**src/rtl/hazard_ctrl.sv**
```systemverilog
`default_nettype none
// ============================================================================
// Module      : hazard_ctrl
// Description : Hazard and forwarding controller for a 5-stage MIPS pipeline.
//               Keeps its own shadow of EX/MEM/WB and drives stall, flush and
//               EX/ID forward selects.
//               Optional stall/flush counters are enabled by HAZARD_PERF_EN.
// Revision    : 1.0 - initial release
// ============================================================================
module hazard_ctrl #(
    parameter int REG_AW = 5,
    parameter int CNT_W  = 32
) (
    input  logic              clk,
    input  logic              reset,
    input  logic [REG_AW-1:0] id_rs,
    input  logic [REG_AW-1:0] id_rt,
    input  logic              id_use_rs,
    input  logic              id_use_rt,
    input  logic [REG_AW-1:0] id_rd,
    input  logic              id_reg_write,
    input  logic              id_mem_read,
    input  logic              id_branch,
    input  logic              branch_taken,
    input  logic              jump,
    output logic              pc_write,
    output logic              if_id_write,
    output logic              nop_mux,
    output logic              if_flush,
    output logic [1:0]        fwd_ex_a,
    output logic [1:0]        fwd_ex_b,
    output logic [1:0]        fwd_id_a,
    output logic [1:0]        fwd_id_b,
    output logic [CNT_W-1:0]  stall_cnt,
    output logic [CNT_W-1:0]  flush_cnt
);

    localparam logic [1:0]        c_FWD_REG  = 2'b00;
    localparam logic [1:0]        c_FWD_MEM  = 2'b10;
    localparam logic [1:0]        c_FWD_WB   = 2'b01;
    localparam logic [REG_AW-1:0] c_ZERO_REG = '0;

    typedef struct packed {
        logic              we;
        logic              ld;
        logic [REG_AW-1:0] rd;
        logic [REG_AW-1:0] rs;
        logic [REG_AW-1:0] rt;
    } shadow_t;

    localparam shadow_t c_BUBBLE = '0;

    shadow_t r_ex;
    shadow_t r_mem;
    shadow_t r_wb;
    shadow_t w_id_entry;

    logic w_ex_hit;
    logic w_mem_hit;
    logic w_load_use;
    logic w_br_alu;
    logic w_br_load;
    logic w_stall;
    logic w_flush;
    logic w_unused_ok;

    // Register 0 is hard-wired, so a rd=0 producer can never be a dependency.
    function automatic logic f_match(
        input logic              used,
        input shadow_t           stg,
        input logic [REG_AW-1:0] src
    );
        return used && stg.we && (stg.rd != c_ZERO_REG) && (stg.rd == src);
    endfunction

    function automatic logic [1:0] f_fwd(
        input logic              used,
        input logic [REG_AW-1:0] src,
        input shadow_t           mem,
        input shadow_t           wb
    );
        if (f_match(used, mem, src) && !mem.ld) begin
            return c_FWD_MEM;
        end else if (f_match(used, wb, src)) begin
            return c_FWD_WB;
        end
        return c_FWD_REG;
    endfunction

    assign w_id_entry = {id_reg_write, id_mem_read, id_rd, id_rs, id_rt};

    assign w_ex_hit   = f_match(id_use_rs, r_ex, id_rs)  | f_match(id_use_rt, r_ex, id_rt);
    assign w_mem_hit  = f_match(id_use_rs, r_mem, id_rs) | f_match(id_use_rt, r_mem, id_rt);

    assign w_load_use = r_ex.ld & w_ex_hit;
    assign w_br_alu   = id_branch & ~r_ex.ld & w_ex_hit;
    assign w_br_load  = id_branch & r_mem.ld & w_mem_hit;
    assign w_stall    = w_load_use | w_br_alu | w_br_load;

    // A stalled branch is not yet resolved, so its flush waits for the retry.
    assign w_flush    = (branch_taken | jump) & ~w_stall;

    assign pc_write    = ~w_stall;
    assign if_id_write = ~w_stall;
    assign nop_mux     = w_stall;
    assign if_flush    = w_flush;

    // The EX instruction's own use flags are not tracked; a spurious select on an unused operand is harmless.
    assign fwd_ex_a = f_fwd(1'b1, r_ex.rs, r_mem, r_wb);
    assign fwd_ex_b = f_fwd(1'b1, r_ex.rt, r_mem, r_wb);
    assign fwd_id_a = f_fwd(id_use_rs, id_rs, r_mem, r_wb);
    assign fwd_id_b = f_fwd(id_use_rt, id_rt, r_mem, r_wb);

    always_ff @(posedge clk) begin
        if (reset) begin
            r_ex  <= c_BUBBLE;
            r_mem <= c_BUBBLE;
            r_wb  <= c_BUBBLE;
        end else begin
            r_wb  <= r_mem;
            r_mem <= r_ex;
            r_ex  <= w_stall ? c_BUBBLE : w_id_entry;
        end
    end

    // Source fields of the later stages are carried only to mirror the pipeline.
    assign w_unused_ok = ^{r_mem.rs, r_mem.rt, r_wb.ld, r_wb.rs, r_wb.rt};

`ifdef HAZARD_PERF_EN
    localparam logic [CNT_W-1:0] c_CNT_ONE = {{(CNT_W-1){1'b0}}, 1'b1};
    localparam logic [CNT_W-1:0] c_CNT_MAX = '1;

    logic [CNT_W-1:0] r_stall_cnt;
    logic [CNT_W-1:0] r_flush_cnt;

    always_ff @(posedge clk) begin
        if (reset) begin
            r_stall_cnt <= '0;
            r_flush_cnt <= '0;
        end else begin
            if (w_stall && (r_stall_cnt != c_CNT_MAX)) begin
                r_stall_cnt <= r_stall_cnt + c_CNT_ONE;
            end
            if (w_flush && (r_flush_cnt != c_CNT_MAX)) begin
                r_flush_cnt <= r_flush_cnt + c_CNT_ONE;
            end
        end
    end

    assign stall_cnt = r_stall_cnt;
    assign flush_cnt = r_flush_cnt;
`else
    assign stall_cnt = '0;
    assign flush_cnt = '0;
`endif

endmodule

`default_nettype wire

```
**config.mk**
```make
export PLATFORM = sky130hd
export DESIGN_NAME = hazard_ctrl
export DESIGN_NICKNAME = d
export VERILOG_FILES = /design/src/rtl/hazard_ctrl.sv
export SDC_FILE = /design/constraint.sdc
export NUM_CORES = 1
export LEC_CHECK = 0
export ABC_CLOCK_PERIOD_IN_PS = 2100
export BUFFER_PORTS_ARGS = -buffer_cell sky130_fd_sc_hd__buf_2
export CAP_MARGIN = 10
export CORE_MARGIN = 2
export CORE_UTILIZATION = 48
export CTS_CLUSTER_DIAMETER = 80
export DETAILED_ROUTE_END_ITERATION = 10
export PLACE_DENSITY_LB_ADDON = 0.12
export SLEW_MARGIN = 40
export SYNTH_ARGS = -nofsm -noshare
export SYNTH_HDL_FRONTEND = slang
export SYNTH_SLANG_ARGS = --single-unit
export TNS_END_PERCENT = 20
```
**constraint.sdc**
```tcl
create_clock -name clk -period 2.1 [get_ports clk]
set_input_delay 0 -clock clk [delete_from_list [all_inputs] [get_ports clk]]
set_output_delay 0 -clock clk [all_outputs]
set_load 0.005 [all_outputs]
```
==> results of run 1 <==
## cells by family (layout without fill, tap and decap cells)
logic type      count (synthesis)  after routing  synth area share
xor+xnor                       50             50             0.196
simple gates                   63             63             0.255
flops                          30             30             0.268
compound gates                  5              5            0.0168
other cells                     1             64           0.00168
buf+inv                        82             56             0.262
## metrics by stage
step / utilization / worst slack (ns) / power [mW]
final: 0.535 / 0.0570 / 1.27
after global routing: 0.535 / 0.00136 / 1.35
after CTS: 0.533 / 0.00415 / 1.29
after floorplan: - / 0.461 / 0.868
after detailed placement: 0.503 / 0.290 / 0.843
after global placement: 0.503 / 0.277 / 0.842
## power by group through the flow
stage / Sequential, mW / Clock (mW) / Combinational (mW)
after floorplan: 0.623 / 0 / 0.245
after global placement: 0.642 / 0 / 0.201
after detailed placement: 0.641 / 0 / 0.202
after CTS: 0.629 / 0.445 / 0.212
after global routing: 0.633 / 0.479 / 0.240
final: 0.629 / 0.432 / 0.213
## Yosys cell counts
cell type / number / share of area
nand4_1: 2 / 0.0056
buf_6: 3 / 0.015
xnor2_1: 12 / 0.047
nor4b_2: 16 / 0.11
o21ai_2: 1 / 0.0039
nor3_1: 3 / 0.0067
o21ai_1: 1 / 0.0022
nor4b_4: 1 / 0.011
or4_4: 1 / 0.0050
buf_4: 67 / 0.22
or4_1: 4 / 0.013
a21oi_1: 1 / 0.0022
buf_2: 4 / 0.0089
nand2_1: 1 / 0.0017
or2_1: 1 / 0.0028
xor2_1: 38 / 0.15
nor4_2: 5 / 0.028
buf_1: 2 / 0.0034
dfxtp_1: 30 / 0.27
nor4_1: 5 / 0.014
nor2_1: 4 / 0.0067
conb_1: 1 / 0.0017
or2_4: 1 / 0.0039
nand3_1: 6 / 0.013
clkbuf_1: 6 / 0.010
o22ai_1: 1 / 0.0028
a211oi_2: 1 / 0.0056
nor2b_1: 13 / 0.036
## layout make-up
| cell class | count | area (um2) | area share |
|---|---|---|---|
| clock buffers | 7 | 76.3 | 0.0323 |
| flip-flops and latches | 30 | 609 | 0.258 |
| repair buffers | 49 | 305 | 0.129 |
| well taps | 52 | 65.1 | 0.0275 |
| multi-input cells | 182 | 1310 | 0.553 |
## registers in the layout, indices dropped and copies added (netlist names)
register  cells
r_ex         17
r_mem         7
r_wb          6
## metal layers
| metal | global-route usage | share of wire | routed length (um) |
|---|---|---|---|
| met1 | 0.235 | 0.47 | 2000 |
| met2 | 0.270 | 0.46 | 1990 |
| met3 | 0.0431 | 0.062 | 265 |
| met4 | 0.0440 | 0.0084 | 36 |
| met5 | 0 | 0 | 0 |
## how the worst min path moves through the flow
stage,from,end,slack (ns),cells past startpoint
floorplan,id_use_rs,fwd_id_a[0],0.09,2
detailed placement,id_rd[2],r_ex[12],0.28,2
CTS,id_rd[4],r_ex[14],0.0005,2
finish,id_rd[4],r_ex[14],0.006,2
global route,id_rd[4],r_ex[14],0.01,2
global placement,id_rd[3],r_ex[13],0.28,2
## repair_timing
item | 4_1_cts | 5_1_grt
buffers inserted | 0 | 0
endpoints found under the hold margin | 5 | 0
resized for setup | 2 | 5
endpoints found under the setup margin | 3 | 8
hold buffers | 5 | 0
pin swaps | 0 | 3
==> flow_summary.toml, run 1 <==
[outcome]
run_status = "finished clean"

[synthesis]
avgSynthCellArea_um2 = 9.69
ys_seq_area_frac = 0.268
ys_types = 28
yosys_register_bits = 30
synthCells = 231
syn_area_um2 = 2240
yosysWarnings = 0

[critical_path]
critical_path_class = "flop to output port"
path_buf_inv = 1
critPathSlowestCell = "or4_4"
crit_path_end = "fwd_ex_b[0]"
worstSetupStartpointType = "flop"
critPathMostFrequentCell = "nor4_2"
path_delay_family = "simple AND/OR/NAND/NOR gates"
rr_worst_depth = 6
cp.depth = 6
endpoint_kind = "output port"
cp.required_ns = 2.10
crit_chain = "or4_4 -> o21ai_4 -> or2_4 -> nor4_2 -> nor4_2 -> buf_2"
ff2ff_setup_slack_ns = 0.38
cp.arrival_ns = 2.04
cp-startpoint = "r_mem[10]"
r2r_start = "r_mem[10]"
crit_fanout = 6
crit_path_max_incr_delay_ns = 0.55
reg2reg_to = "r_ex[10]"

[route]
drc_errors = 0
wl_per_cell_um = 13.4
vias_per_cell = 4.50
wl_mm = 4.29
antenna_left = 0
firstDrtPassIters = 4
initialDrtViolationCount = 42
vias = 1441

[cells_and_area]
nets = 292
final_cells = 320
final_common_cell = "conb_1"
antenna_cells = 0
areaGrowthSynthToFinish_pct = 5.53
final_cell_mix = "conb_1, xor2_1, buf_2"
nFillCells = 405
stdcell_area_um2 = 2360
drive_gt1_frac = 0.302

[global_routing]
grt_start_max_net_pins = 31
gr-usage-all-layers = 0.172
antenna_found_initial = 0
grt_pass1_wl_mm = 6.70
gr-total-overflow = 0
grt_pass1_vias = 1289

[sta]
max_freq_mhz = 489
hold_ws_ns = 0.00612
slew_viol_final = 0
worst_pin_slew_ns = 0.740
finalSetupViolCount = 0
period_needed_ns = 2.04
fin_crit_sh = 0.973
maxSlewHeadroom = 0.506
hold_violations = 0
rsz0062_at_grt = "false"
finClkSkew_ns = 0.00476
fin_tns_setup_ns = 0

[pwr]
pwr-share-seq = 0.494
leakagePower_nw = 1.12
pwr-share-clk = 0.339
p_int_mw = 0.926
swShare = 0.273
p_switching_mw = 0.348
irDropWorstVdd_uv = 312
pwr-share-comb = 0.167
p_per_area_nw_per_um2 = 539

[clock_network]
htreeDepth = 2
cts_tree = "yes"
cts_sinks = 30
cts_buffers = 5
clk_latency_ns = 0.28
clk_pin_slew_ns = 0.06
cts-root-buf = "clkbuf_8"
clockBufferDepth = 2

[floorplan]
die_w_um = 72.3
core_um2 = 4410
die_area_um2 = 5230
start_util = 0.507
fp.dieH_um = 72.3
io_pins = 100
rows = 24

[run]
max_cap_violations = 0

[min_path]
hp-class = "primary input to flop"

[placement]
dp_hpwl_mm = 3.26
placed_cell_area_um2 = 2220
placed_cells = 308
gp_congestion = 0.801
portBuffers = 35
Note: power is estimated with default switching activity, not from simulation.
==> run 2: changes to the inputs <==
--- a/config.mk
+++ b/config.mk
@@ -9,7 +9,8 @@
 export BUFFER_PORTS_ARGS = -buffer_cell sky130_fd_sc_hd__buf_2
 export CAP_MARGIN = 10
 export CORE_MARGIN = 2
-export CORE_UTILIZATION = 48
+export CORE_UTILIZATION = 49
+export CTS_BUF_LIST = sky130_fd_sc_hd__clkbuf_8
 export CTS_CLUSTER_DIAMETER = 80
 export DETAILED_ROUTE_END_ITERATION = 10
 export PLACE_DENSITY_LB_ADDON = 0.12
==> run 2 against run 1 <==
Net effect:
- global-route usage is 0.54 points higher
- register-to-register slack worse by 0.14 ns
- clock skew is 0.0032 ns higher
- setup slack better by 0.025 ns
- via count is 0.56% lower
- combinational power is 2% higher
- fmax is 1.2% higher
- largest power group unchanged
==> flow_summary.toml, run 2 (synthesized netlist as in run 1, its figures left out) <==
[sta]
finalSetupViolCount = 0
max_freq_mhz = 495
setup_ws_ns = 0.0816
fin_tns_setup_ns = 0
fin_crit_sh = 0.961
finClkSkew_ns = 0.00793
hold_violations = 0
hold_ws_ns = 0.0280
rsz0062_at_grt = "true"
period_needed_ns = 2.02
worst_pin_slew_ns = 0.766
slew_viol_final = 0
maxSlewHeadroom = 0.489

[floorplan]
die_area_um2 = 5130
rows = 24
core_um2 = 4380
io_pins = 100
fp.dieH_um = 71.6
die_w_um = 71.6
start_util = 0.511

[route]
vias_per_cell = 4.42
antenna_left = 0
initialDrtViolationCount = 56
wl_per_cell_um = 13.7
firstDrtPassIters = 4
wl_mm = 4.44
vias = 1433
drc_errors = 0

[pwr]
irDropWorstVdd_uv = 350
p_switching_mw = 0.371
swShare = 0.278
pwr-share-seq = 0.471
p_int_mw = 0.962
leakagePower_nw = 1.15
p_per_area_nw_per_um2 = 548
pwr-share-comb = 0.164
pwr-share-clk = 0.366

[cells_and_area]
stdcell_area_um2 = 2430
final_common_cell = "conb_1"
antenna_cells = 0
nets = 295
largest_reg_flops = 17
final_cell_mix = "conb_1, xor2_1, buf_2"
drive_gt1_frac = 0.313
nFillCells = 417
registers.top_by_ff_count = "r_ex"
areaGrowthSynthToFinish_pct = 8.66
top_regs = "r_ex (17), r_mem (7), r_wb (6)"

[run]
max_cap_violations = 0

[placement]
portBuffers = 35
pre_cts_ws_ns = 0.211
placed_cell_area_um2 = 2210
gp_congestion = 0.802
dp_hpwl_mm = 3.22

[critical_path]
cp.required_ns = 2.10
cp.arrival_ns = 2.02
worstSetupStartpointType = "flop"
crit_fanout = 6
critical_path_class = "flop to output port"
r2r_start = "r_mem[10]"
cp-startpoint = "r_mem[10]"
endpoint_kind = "output port"

[clock_network]
cts_sinks = 30
clk_latency_ns = 0.29
clockBufferDepth = 2
clk_pin_slew_ns = 0.07
cts_buffers = 5
cts_tree = "yes"
htreeDepth = 2
cts-root-buf = "clkbuf_8"

[outcome]
run_status = "finished clean"

[global_routing]
antenna_found_initial = 0
gr-total-overflow = 0
grt_pass1_wl_mm = 6.85
grt_start_max_net_pins = 31
gr-usage-all-layers = 0.177
grt_pass1_vias = 1264

[min_path]
min_from = "id_rt[0]"
hp-class = "primary input to flop"
## run 2: worst paths after layout
path / slack (ns) / cells past startpoint / to
worst max-delay path: 0.08 / 6 / fwd_ex_b[0]
worst min-delay path: 0.03 / 2 / r_ex[0]
worst max register to register: 0.24 / 7 / r_ex[8]
worst min register to register: 0.46 / 1 / r_mem[15]
## run 2: per-stage QoR
step	instances	utilization	total power, mW
floorplan	294	-	0.868
global route	324	0.555	1.40
global placement	307	0.505	0.843
finish	324	0.555	1.33
CTS	322	0.543	1.35
detailed placement	307	0.505	0.843
## run 2: what timing repair did
action,in CTS,in global routing
endpoints found under the hold margin,7,0
buffers inserted,0,1
pin swaps,0,5
hold buffers,7,0
gates cloned,0,1
setup endpoints to repair,6,7
gates resized for setup,2,6
## run 2: metal layers
layer,global-route usage,vias to the layer above,part of all wire
met1,0.249,651,0.46
li1,-,714,-
met4,0.0755,0,0.019
met2,0.260,60,0.46
met5,0,-,0
met3,0.0394,8,0.058
## run 2: power by group through the flow
stage | registers [mW] | logic [mW] | clock network [mW]
after floorplan | 0.623 | 0.245 | 0
after CTS | 0.629 | 0.214 | 0.506
after detailed placement | 0.641 | 0.202 | 0
final | 0.627 | 0.218 | 0.488
after global placement | 0.642 | 0.202 | 0
after global routing | 0.630 | 0.243 | 0.529
## run 2: final cells by class
type / count / area, um2 / share of cell area
Clock buffer: 6 / 82.6 / 0.0340
Clock inverter: 2 / 12.5 / 0.00514
Multi-Input combinational cell: 182 / 1310 / 0.539
Sequential cell: 30 / 611 / 0.251
Tap cell: 52 / 65.1 / 0.0267
Timing Repair Buffer: 52 / 350 / 0.144
## run 2: worst max-delay path, cell delays in order, from the launching register on
cell	delay (ns)
dfxtp_4	0.38
or4_4	0.55
o21ai_4	0.18
or2_4	0.18
nor4_2	0.06
nor4_2	0.24
buf_2	0.14
